`config.mk`:
```
export PLATFORM = sky130hd
export DESIGN_NAME = mem_stage_flat
export DESIGN_NICKNAME = d
export VERILOG_FILES = /design/src/rtl/mem_stage_if.sv /design/src/rtl/mem_stage.sv /design/src/flat_wrapper.sv
export SDC_FILE = /design/constraint.sdc
export NUM_CORES = 1
export LEC_CHECK = 0
export CAP_MARGIN = 30
export CORE_MARGIN = 2
export CORE_UTILIZATION = 35
export DETAILED_ROUTE_END_ITERATION = 8
export PLACE_DENSITY = 0.86
export SYNTH_ARGS = -nofsm -noshare
export SYNTH_HDL_FRONTEND = slang
export SYNTH_SLANG_ARGS = --single-unit
export TNS_END_PERCENT = 5
```
`constraint.sdc`:
```
create_clock -name clk -period 2.6 [get_ports clk]
set_clock_uncertainty 0.2 [all_clocks]
set_input_delay 0.26 -clock clk [delete_from_list [all_inputs] [get_ports clk]]
set_output_delay 0.26 -clock clk [all_outputs]
set_load 0.005 [all_outputs]
```
`src/rtl/mem_stage_if.sv`:
```
// Data-memory bus between the MEM stage (master) and a variable-latency memory (slave).
// req stays high for the whole access; ack is a single-cycle completion pulse.
interface mem_stage_if;
  logic        dmem_req;
  logic        dmem_we;
  logic [31:0] dmem_addr;
  logic [31:0] dmem_wdata;
  logic [31:0] dmem_rdata;
  logic        dmem_ack;

  modport master (
    output dmem_req, dmem_we, dmem_addr, dmem_wdata,
    input  dmem_rdata, dmem_ack
  );

  modport slave (
    input  dmem_req, dmem_we, dmem_addr, dmem_wdata,
    output dmem_rdata, dmem_ack
  );
endinterface

```
`src/rtl/mem_stage.sv`:
```
// MEM stage of the 5-stage RISC-V pipeline: req/ack data-memory access with timeout abort,
// upstream stall and MEM/WB registers. Optional alignment check: MEM_STAGE_MISALIGN_CHECK_EN.
module mem_stage #(
  parameter int TIMEOUT = 16,
  parameter int CNT_W   = 5
) (
  input  logic             clk,
  input  logic             reset,
  input  logic [31:0]      alu_result_in,
  input  logic [31:0]      reg2_in,
  input  logic [4:0]       rd_in,
  input  logic             mem_read_in,
  input  logic             mem_write_in,
  input  logic             reg_write_in,
  input  logic             mem_to_reg_in,
  mem_stage_if.master      dmem,
  output logic             stall,
  output logic [31:0]      alu_result_out,
  output logic [31:0]      mem_data_out,
  output logic [4:0]       rd_out,
  output logic             reg_write_out,
  output logic             mem_to_reg_out,
  output logic             bus_err,
  output logic             misalign_err
);

  typedef enum logic {
    IDLE   = 1'b0,
    ACCESS = 1'b1
  } state_t;

  localparam logic [CNT_W-1:0] CNT_LAST = CNT_W'(TIMEOUT - 1);
  localparam logic [CNT_W-1:0] CNT_ONE  = CNT_W'(1);

  state_t           state_r;
  logic [CNT_W-1:0] cnt_r;
  logic             bus_err_r;
  logic             misalign_err_r;

  logic             mem_op_s;
  logic             in_access_s;
  logic             timeout_hit_s;
  logic             read_done_s;
  logic             misalign_s;
  logic             stall_s;

  // Access decode, timeout detection and upstream stall
  always_comb begin
    mem_op_s      = mem_read_in | mem_write_in;
    in_access_s   = (state_r == ACCESS);
    timeout_hit_s = in_access_s & ~dmem.dmem_ack & (cnt_r == CNT_LAST);
    // A read+write combination is a write, so it never loads data.
    read_done_s   = in_access_s & dmem.dmem_ack & mem_read_in & ~mem_write_in;
`ifdef MEM_STAGE_MISALIGN_CHECK_EN
    misalign_s    = (state_r == IDLE) & mem_op_s & (alu_result_in[1:0] != 2'b00);
`else
    misalign_s    = 1'b0;
`endif
    stall_s       = mem_op_s & ~misalign_s & ~(in_access_s & (dmem.dmem_ack | timeout_hit_s));
  end

  assign stall           = stall_s;
  assign dmem.dmem_req   = in_access_s;
  assign dmem.dmem_we    = mem_write_in;
  assign dmem.dmem_addr  = alu_result_in;
  assign dmem.dmem_wdata = reg2_in;
  assign bus_err         = bus_err_r;
  assign misalign_err    = misalign_err_r;

  // Access FSM with its ACCESS-cycle counter
  always_ff @(posedge clk or posedge reset) begin
    if (reset) begin
      state_r <= IDLE;
      cnt_r   <= '0;
    end else begin
      case (state_r)
        IDLE: begin
          cnt_r <= '0;
          if (mem_op_s & ~misalign_s) begin
            state_r <= ACCESS;
          end else begin
            state_r <= IDLE;
          end
        end
        ACCESS: begin
          if (dmem.dmem_ack | timeout_hit_s) begin
            state_r <= IDLE;
            cnt_r   <= '0;
          end else begin
            state_r <= ACCESS;
            cnt_r   <= cnt_r + CNT_ONE;
          end
        end
        default: begin
          state_r <= IDLE;
          cnt_r   <= '0;
        end
      endcase
    end
  end

  // MEM/WB pipeline registers and error pulses
  always_ff @(posedge clk or posedge reset) begin
    if (reset) begin
      alu_result_out <= 32'h0000_0000;
      mem_data_out   <= 32'h0000_0000;
      rd_out         <= 5'd0;
      reg_write_out  <= 1'b0;
      mem_to_reg_out <= 1'b0;
      bus_err_r      <= 1'b0;
      misalign_err_r <= 1'b0;
    end else begin
      bus_err_r      <= timeout_hit_s;
      misalign_err_r <= misalign_s;
      if (stall_s) begin
        rd_out         <= 5'd0;
        reg_write_out  <= 1'b0;
        mem_to_reg_out <= 1'b0;
      end else if (timeout_hit_s | misalign_s) begin
        // Aborted or rejected accesses retire without any write-back.
        alu_result_out <= alu_result_in;
        rd_out         <= misalign_s ? 5'd0 : rd_in;
        reg_write_out  <= 1'b0;
        mem_to_reg_out <= 1'b0;
      end else begin
        alu_result_out <= alu_result_in;
        rd_out         <= rd_in;
        reg_write_out  <= reg_write_in;
        mem_to_reg_out <= mem_to_reg_in;
        if (read_done_s) begin
          mem_data_out <= dmem.dmem_rdata;
        end else begin
          mem_data_out <= mem_data_out;
        end
      end
    end
  end

endmodule
```
`src/flat_wrapper.sv`:
```
// flat-port wrapper written by rule: the top's interface ports become plain ports
module mem_stage_flat 
#(
  parameter int TIMEOUT = 16,
  parameter int CNT_W   = 5
)
  (clk, reset, alu_result_in, reg2_in, rd_in, mem_read_in, mem_write_in, reg_write_in, mem_to_reg_in, stall, alu_result_out, mem_data_out, rd_out, reg_write_out, mem_to_reg_out, bus_err, misalign_err, dmem_dmem_req, dmem_dmem_we, dmem_dmem_addr, dmem_dmem_wdata, dmem_dmem_rdata, dmem_dmem_ack);
  mem_stage_if dmem_i ();
  input  logic clk;
  input  logic reset;
  input  logic [31:0] alu_result_in;
  input  logic [31:0] reg2_in;
  input  logic [4:0] rd_in;
  input  logic mem_read_in;
  input  logic mem_write_in;
  input  logic reg_write_in;
  input  logic mem_to_reg_in;
  output logic stall;
  output logic [31:0] alu_result_out;
  output logic [31:0] mem_data_out;
  output logic [4:0] rd_out;
  output logic reg_write_out;
  output logic mem_to_reg_out;
  output logic bus_err;
  output logic misalign_err;
  output wire logic [$bits(dmem_i.dmem_req)-1:0] dmem_dmem_req;
  output wire logic [$bits(dmem_i.dmem_we)-1:0] dmem_dmem_we;
  output wire logic [$bits(dmem_i.dmem_addr)-1:0] dmem_dmem_addr;
  output wire logic [$bits(dmem_i.dmem_wdata)-1:0] dmem_dmem_wdata;
  input wire logic [$bits(dmem_i.dmem_rdata)-1:0] dmem_dmem_rdata;
  input wire logic [$bits(dmem_i.dmem_ack)-1:0] dmem_dmem_ack;
  assign dmem_dmem_req = dmem_i.dmem_req;
  assign dmem_dmem_we = dmem_i.dmem_we;
  assign dmem_dmem_addr = dmem_i.dmem_addr;
  assign dmem_dmem_wdata = dmem_i.dmem_wdata;
  assign dmem_i.dmem_rdata = dmem_dmem_rdata;
  assign dmem_i.dmem_ack = dmem_dmem_ack;
  mem_stage #(.TIMEOUT(TIMEOUT), .CNT_W(CNT_W)) u_core (.clk(clk), .reset(reset), .alu_result_in(alu_result_in), .reg2_in(reg2_in), .rd_in(rd_in), .mem_read_in(mem_read_in), .mem_write_in(mem_write_in), .reg_write_in(reg_write_in), .mem_to_reg_in(mem_to_reg_in), .dmem(dmem_i), .stall(stall), .alu_result_out(alu_result_out), .mem_data_out(mem_data_out), .rd_out(rd_out), .reg_write_out(reg_write_out), .mem_to_reg_out(mem_to_reg_out), .bus_err(bus_err), .misalign_err(misalign_err));
endmodule
```
-- After elaboration in Yosys (flattened, before gate mapping)
Cells that the tools add are included.
- flip-flop bits (word level): 78
- output and inout port bits: 140
- word-level logic and storage cells: 36
- add/sub/neg operators: 1
- equal/unequal tests: 1
- muxes and demuxes: 10
- bitwise operators: 15
- reductions and logical operators: 1
- operators with widths (kind ; number):
    5-bit two-way mux ; 2
    5-bit one-hot mux with 2 select lines ; 1
    1-bit AND ; 7
    1-bit two-way mux ; 6
    1-bit inverter ; 6
    5-bit by 1-bit adder with 5-bit output (second input constant) ; 1
    5-bit by 4-bit equality test with 1-bit output (second input constant) ; 1
    3-bit AND reduction ; 1
    1-bit bitwise OR ; 2
    1-bit one-hot mux with 2 select lines ; 1

-- Longest topological paths before layout
Gate-level depths: netlist of the first run.
- depth after elaboration: 9
- depth in mapped cells: 8
- mapped depth without buffers: 6

-- Least setup slack after synthesis of the first run
OpenSTA, ideal clock, no wires.
- kind: reg2reg
- start point: reg u_core.cnt_r[0]
- end point: reg u_core.alu_result_out[10]
- library setup time: 0.125 ns
- arrival time: 1.749 ns
- required time: 2.275 ns
- path slack: 0.526 ns
- cell stages (with the launch flop): 9
- path buffers: 2
- clock period less this slack: 2.074 ns
- cell sequence: dfrtp_1 -> ha_1 -> and3_1 -> ha_1 -> o21ai_2 -> o21ai_2 -> buf_6 -> buf_12 -> mux2_4
- cells in the longest elaborated chain, start to end: 6
- ends and longest elaborated chain (what ; line ; text):
    from (decl) ; mem_stage.sv:36 ; logic [CNT_W-1:0] cnt_r;
    from (signal assigned) ; mem_stage.sv:91 ; cnt_r <= cnt_r + CNT_ONE;
    5-bit by 4-bit equality test with 1-bit output ; mem_stage.sv:51 ; timeout_hit_s = in_access_s & ~dmem.dmem_ack & (cnt_r == CNT_LAST);
    1-bit AND ; mem_stage.sv:51 ;
    1-bit bitwise OR ; mem_stage.sv:59 ; stall_s = mem_op_s & ~misalign_s & ~(in_access_s & (dmem.dmem_ack | timeout_hit_s));
    1-bit AND ; mem_stage.sv:59 ;
    1-bit inverter ; mem_stage.sv:59 ;
    1-bit AND ; mem_stage.sv:59 ;
    to (signal assigned) ; mem_stage.sv:121 ; alu_result_out <= alu_result_in;
    to (signal assigned) ; mem_stage.sv:126 ; alu_result_out <= alu_result_in;
    to (decl) ; mem_stage.sv:18 ; output logic [31:0] alu_result_out,
Every way passes these cells.
A chain may end at the register's enable or synchronous reset.

-- Worst setup path in the final report of the first run
- start point: reg u_core.cnt_r[0]
- end point: out stall
- cells in the longest elaborated chain, start to end: 6
- ends and longest elaborated chain (what ; line ; text):
    5-bit by 4-bit equality test with 1-bit output ; mem_stage.sv:51 ;
    1-bit AND ; mem_stage.sv:51 ;
    1-bit bitwise OR ; mem_stage.sv:59 ;
    1-bit AND ; mem_stage.sv:59 ;
    1-bit inverter ; mem_stage.sv:59 ;
    1-bit AND ; mem_stage.sv:59 ;
    to (decl) ; flat_wrapper.sv:18 ; output logic stall;
Every way passes these cells.

==> impl_metrics.ini, run 1 <==
[outcome]
status = completed

[logic_synthesis]
ys_ff_latch = 78
yosysTopAreaCell = dfrtp_1
ys_warn_count = 0
synth.avg_cell_area_sq_um = 14.2
synthesis.instances = 248
synth-seq-area-share_pct = 55.4
yosys-top-cells-area = dfrtp_1 (55%), mux2_2 (16%), buf_4 (14%)
yosysUniqueCellTypes = 23
syn_nets = 358
syn_area_sq_um = 3520
yosysTopAreaCellShare_pct = 55.4

[job]
maxCapViolations = 0

[layout]
fin_nets = 481
antennaDiodeCount = 0
drive_above_1_share_pct = 23.4
areaGrowthSynthToFinish_pct = 47.4
stdcell_count = 509

[global_route]
antenna_found_initial = 0
grt_pass1_vias = 2412
met2_usage_pct = 26.3
met1_usage_pct = 15.8
grt_most_used_layer = met2
grt_pass1_wl_mm = 12.6
use_met3_pct = 4.14
grt_max_degree = 41
overflow = 0
grt_usage_pct = 14.9

[worst_setup_path]
crit_buf_inv = 2
reg2reg_slack_ns = 0.33
cpPeakStageDelay_ns = 0.39
worst-setup-path-type = flop to output port
crit_slowest_cell = dfrtp_1
critPathTopFamily = adder cells
cp-start-kind = flop
setup.worst_path.end_class = output port
crit_path_max_fanout = 4
cp.arrival_ns = 1.85
worstPathRequired_ns = 2.14
path_cells = ha_1, and3_1, ha_2, o21ai_2, o21ai_4, inv_1, dlygate4sd2_1

[floorplan]
die_area_sq_um = 10900
fp.coreArea_sq_um = 9770
start_util_pct = 36.0
dieWidth_um = 104
dieHeight_um = 104
io_pins = 248
row_count = 36

[sta]
timing.fmax_mhz = 432
relSlewSlack_pct = 57.5
finalMaxSlewViolations = 0
min_period_ns = 2.31
finalSetupViolCount = 0
period_share_pct = 89.0
rsz0062_at_grt = false
setup_tns_ns = 0
worst_slew_pin_slew_ns = 0.636
hold_viol = 0

[route]
routed_wl_mm = 8.01
wl_per_cell_um = 15.7
postRouteAntennaNets = 0
via_per_inst = 4.46
drc_errors = 0
dr.pass1.iters = 3
first_iter_violations = 34
num_vias = 2268

[power_and_ir_drop]
power.leakage_nw = 2.21
powerDensity_nw_per_um2 = 774
peakVddDrop_uv = 339

[clock_network]
cts.htree.levels = 3
hold_buffers = 0
cts-root-buf = clkbuf_8
cts-buffers-inserted = 9
cts_tree = done
cts.sinks = 78
clk_pin_slew_ns = 0.08
clkLatencyLatePin_ns = 0.34
cts_buffer_depth = 2

[place]
place_inst = 492
gp_congestion = 0.733
io_buffers = 182
dpl.hpwl_mm = 6.02

[worst_hold_path]
min_path_type = primary input to async pin
sequential cells by signal (all words and copies together), names as in the netlist:
register / cells
u_core.alu_result_out: 32
u_core.mem_data_out: 32
u_core.cnt_r: 5
u_core.rd_out: 5
u_core.bus_err: 1
u_core.dmem.dmem_req: 1
u_core.mem_to_reg_out: 1
u_core.reg_write_out: 1
metrics by stage:
stage                     instance area (sq um)  util (%)  power [mW]  worst slack [ns]  hold slack, ns
after floorplan                            3520         -        2.25             0.145           0.189
after global placement                     4970      50.9        3.03             0.315           0.245
after detailed placement                   4970      50.9        3.08             0.244           0.264
after CTS                                  5190      53.1        4.09             0.247          0.0212
after global routing                       5190      53.1        4.24             0.171          0.0512
final                                      5190      53.1        4.02             0.285          0.0222
per-layer routing:
metal / part of all wire, % / wire length, um / vias up
li1: - / - / 999
met1: 38 / 3020 / 1119
met2: 51 / 4120 / 126
met3: 8.2 / 657 / 24
met4: 2.6 / 210 / 0
met5: 0 / 0 / -
cell type report:
class	count	area, sq um
clock buffers	10	128
clock inverters	6	86.3
fillers	854	4580
inverters	4	16.3
multi-input cells	92	983
flip-flops and latches	78	1950
well taps	133	166
repair buffers	186	1860
repair_timing:
action,CTS,global route
gates resized for setup,2,0
setup endpoints to repair,1,0
setup buffers,1,0
hold endpoints to repair,0,0
where the power goes:
part / total (mW) / internal (mW) / leakage (nW) / switching [mW]
registers: 1.70 / 1.53 / 0.940 / 0.169
logic: 1.34 / 0.960 / 1.16 / 0.384
clock network: 0.978 / 0.539 / 0.106 / 0.438
total: 4.02 / 3.03 / 2.21 / 0.992
cells in the mapped netlist (all sizes together):
cell	instances
xor2	1
buf	73
dfrtp	78
nor2	6
clkbuf	1
o21ai	3
mux2	64
ha	2
xnor2	1
nand2	1
inv	4
and3	1
nand3	1
and3b	1
and2	7
nand4b	1
a22o	1
or3b	1
conb	1
cells in the final DEF (no fill, tap or decap), drive strengths merged:
cell type / netlist / final
a22o: 1 / 1
and2: 7 / 7
and3: 1 / 1
and3b: 1 / 1
buf: 73 / 4
bufinv: 0 / 2
clkbuf: 1 / 10
clkdlybuf4s50: 0 / 181
clkinv: 0 / 4
clkinvlp: 0 / 1
conb: 1 / 1
dfrtp: 78 / 78
dlygate4sd2: 0 / 1
ha: 2 / 2
inv: 4 / 3
mux2: 64 / 64
nand2: 1 / 1
nand3: 1 / 1
nand4b: 1 / 1
nor2: 6 / 6
o21ai: 3 / 3
or3b: 1 / 1
xnor2: 1 / 1
xor2: 1 / 1
worst register-to-register path, stage by stage, from the launching register on:
cell	delay (ns)
dfrtp_1	0.36
ha_1	0.18
and3_1	0.17
ha_2	0.20
o21ai_2	0.07
o21ai_4	0.09
buf_4	0.49
mux2_2	0.41
kinds of logic (layout without fill, tap and decap cells):
group | Yosys count | after routing | synth area share [%]
flops | 78 | 78 | 55.4
buf+inv | 78 | 206 | 17.0
mux | 64 | 64 | 21.9
simple gates | 19 | 19 | 3.48
compound gates | 4 | 4 | 0.888
fa+ha+maj | 2 | 2 | 0.710
xor+xnor | 2 | 2 | 0.497
other cells | 1 | 1 | 0.106
final timing paths:
check	start	to	cells past startpoint
worst max register to register	u_core.cnt_r[0]	u_core.alu_result_out[24]	7
worst max-delay path	u_core.cnt_r[0]	stall	7
min in group clk	reg_write_in	u_core.reg_write_out	2
worst min-delay path	reset	u_core.alu_result_out[3]	2
worst min register to register	u_core.mem_data_out[1]	u_core.mem_data_out[1]	1
max in group asynchronous	reset	u_core.alu_result_out[15]	3
No activity file was read; power rests on OpenSTA's default activity.
==> run 2: changes to the inputs <==
--- a/config.mk
+++ b/config.mk
@@ -6,10 +6,13 @@
 export NUM_CORES = 1
 export LEC_CHECK = 0
 export CAP_MARGIN = 30
+export CELL_PAD_IN_SITES_DETAIL_PLACEMENT = 0
+export CELL_PAD_IN_SITES_GLOBAL_PLACEMENT = 1
 export CORE_MARGIN = 2
-export CORE_UTILIZATION = 35
+export CORE_UTILIZATION = 26
 export DETAILED_ROUTE_END_ITERATION = 8
 export PLACE_DENSITY = 0.86
+export SKIP_LAST_GASP = 1
 export SYNTH_ARGS = -nofsm -noshare
 export SYNTH_HDL_FRONTEND = slang
 export SYNTH_SLANG_ARGS = --single-unit
==> impl_metrics.ini, run 2 (synthesis results as in run 1) <==
[outcome]
status = completed

[global_route]
grt_pass1_vias = 2336
grt_usage_pct = 11.0
antenna_found_initial = 0
grt_pass1_wl_mm = 12.0
grt_max_degree = 50
overflow = 0

[route]
drc_errors = 0
num_vias = 2241
first_iter_violations = 45
via_per_inst = 4.07
postRouteAntennaNets = 0
routed_wl_mm = 7.92
dr.pass1.iters = 4
wl_per_cell_um = 14.4

[floorplan]
die_area_sq_um = 14500
dieHeight_um = 120
io_pins = 248
row_count = 42
dieWidth_um = 120
fp.coreArea_sq_um = 13200
start_util_pct = 26.6

[place]
gp_congestion = 0.711
io_buffers = 182
place_ws_ns = 0.249
dpl.hpwl_mm = 5.86

[layout]
areaGrowthSynthToFinish_pct = 51.7
antennaDiodeCount = 0
layout_commonest_cell = clkdlybuf4s50_1
fill_cells = 1277
final_core_util_pct = 40.4
layout_common_cells = clkdlybuf4s50_1 (181), dfrtp_1 (78), mux2_2 (50)
drive_above_1_share_pct = 22.9
reg_top3 = u_core.alu_result_out: 32 flops, u_core.mem_data_out: 32 flops
fin_nets = 480

[worst_setup_path]
worstPathRequired_ns = 2.14
crit_slowest_cell = dfrtp_1
critPathTopFamily = adder cells
rr_worst_depth = 7
reg2reg_slack_ns = 0.32
cp-start-kind = flop
cpPeakStageDelay_ns = 0.39
regToRegStartpoint = u_core.cnt_r[0]
worst-setup-path-type = flop to output port
regToRegEndpoint = u_core.alu_result_out[23]
cp.arrival_ns = 1.86
crit_path_max_fanout = 4
setup.worst_path.end_class = output port
crit_buf_inv = 2
path_cells = ha_1, and3_1, ha_2, o21ai_2, o21ai_4, inv_1, dlygate4sd2_1

[clock_network]
hold_buffers = 0
cts-root-buf = clkbuf_16
clk_pin_slew_ns = 0.06
clkLatencyLatePin_ns = 0.34
cts-buffers-inserted = 9
cts_tree = done
cts_buffer_depth = 2
cts.sinks = 78
cts.htree.levels = 3

[power_and_ir_drop]
powerDensity_nw_per_um2 = 818
clockPowerShare_pct = 30.6
internal_power_mw = 3.36
p_comb_share_pct = 30.5
switching_share_pct = 23.2
p_sw_mw = 1.01
total_power_mw = 4.37
power_frac_seq_pct = 39.0
power.leakage_nw = 2.26
peakVddDrop_uv = 321

[sta]
period_share_pct = 89.4
setup_tns_ns = 0
finalSetupViolCount = 0
hold_viol = 0
min_period_ns = 2.32
relSlewSlack_pct = 60.2
setup_ws_ns = 0.275
rsz0062_at_grt = false
finalMaxSlewViolations = 0
timing.fmax_mhz = 430
worst_slew_pin_slew_ns = 0.596

[worst_hold_path]
min_path_type = primary input to async pin

[job]
maxCapViolations = 0
run 2: changes by cell type in the layout (fill, tap and decap cells not counted):
cell / change
clkinv_4: -1
clkinvlp_4: -1
buf_4: -1
clkbuf_1: +1
clkbuf_8: -8
clkbuf_16: +9
run 2: cell type report:
class / instances / area, sq um / share of cell area, %
flip-flops and latches: 78 / 1950 / 36.5
repair buffers: 185 / 1860 / 34.7
well taps: 176 / 220 / 4.12
inverters: 4 / 16.3 / 0.304
multi-input cells: 92 / 983 / 18.4
clock buffers: 12 / 246 / 4.61
clock inverters: 4 / 70.1 / 1.31
run 2: how the worst max path moves through the flow:
| stage | start | endpoint | slack [ns] | cells after the start |
|---|---|---|---|---|
| 2_1_floorplan | reset | u_core.alu_result_out[0] | 0.14 | 1 |
| 3_3_place_gp | u_core.cnt_r[0] | stall | 0.30 | 7 |
| 3_5_place_dp | u_core.cnt_r[0] | u_core.alu_result_out[23] | 0.25 | 7 |
| 4_1_cts | u_core.cnt_r[0] | stall | 0.24 | 7 |
| 5_1_grt | u_core.cnt_r[0] | u_core.alu_result_out[22] | 0.13 | 7 |
| 6_report | u_core.cnt_r[0] | stall | 0.28 | 7 |
run 2: what timing repair did:
action,in CTS,in global routing
buffers inserted,1,0
gates resized for setup,2,0
setup endpoints to repair,1,0
run 2: power by group through the flow:
stage	clock network, mW	logic, mW	registers (mW)
6_report	1.34	1.33	1.70
5_1_grt	1.44	1.43	1.74
4_1_cts	1.39	1.36	1.71
3_5_place_dp	0	1.35	1.72
3_3_place_gp	0	1.33	1.71
2_1_floorplan	0	0.511	1.74
run 2: through the flow:
| step | cells | cell area, sq um | hold WS [ns] |
|---|---|---|---|
| after floorplan | 248 | 3520 | 0.189 |
| after detailed placement | 534 | 5020 | 0.259 |
| after global placement | 534 | 5020 | 0.244 |
| final | 551 | 5340 | 0.0683 |
| after CTS | 551 | 5340 | 0.0816 |
| after global routing | 551 | 5340 | 0.119 |
run 2: per-layer routing:
metal | global-route usage [%] | vias up | wire length (um)
met1 | 11.9 | 1097 | 2950
met2 | 18.4 | 111 | 4010
met3 | 4.48 | 28 | 748
met5 | 0 | - | 0
met4 | 6.03 | 0 | 203
li1 | - | 1005 | -
==> run 3: changes to the inputs <==
--- a/config.mk
+++ b/config.mk
@@ -13,6 +13,7 @@
 export DETAILED_ROUTE_END_ITERATION = 8
 export PLACE_DENSITY = 0.86
 export SKIP_LAST_GASP = 1
+export SLEW_MARGIN = 20
 export SYNTH_ARGS = -nofsm -noshare
 export SYNTH_HDL_FRONTEND = slang
 export SYNTH_SLANG_ARGS = --single-unit
==> results of run 3 <==
No change in the layout: final DEF, timing and power equal those of run 2.
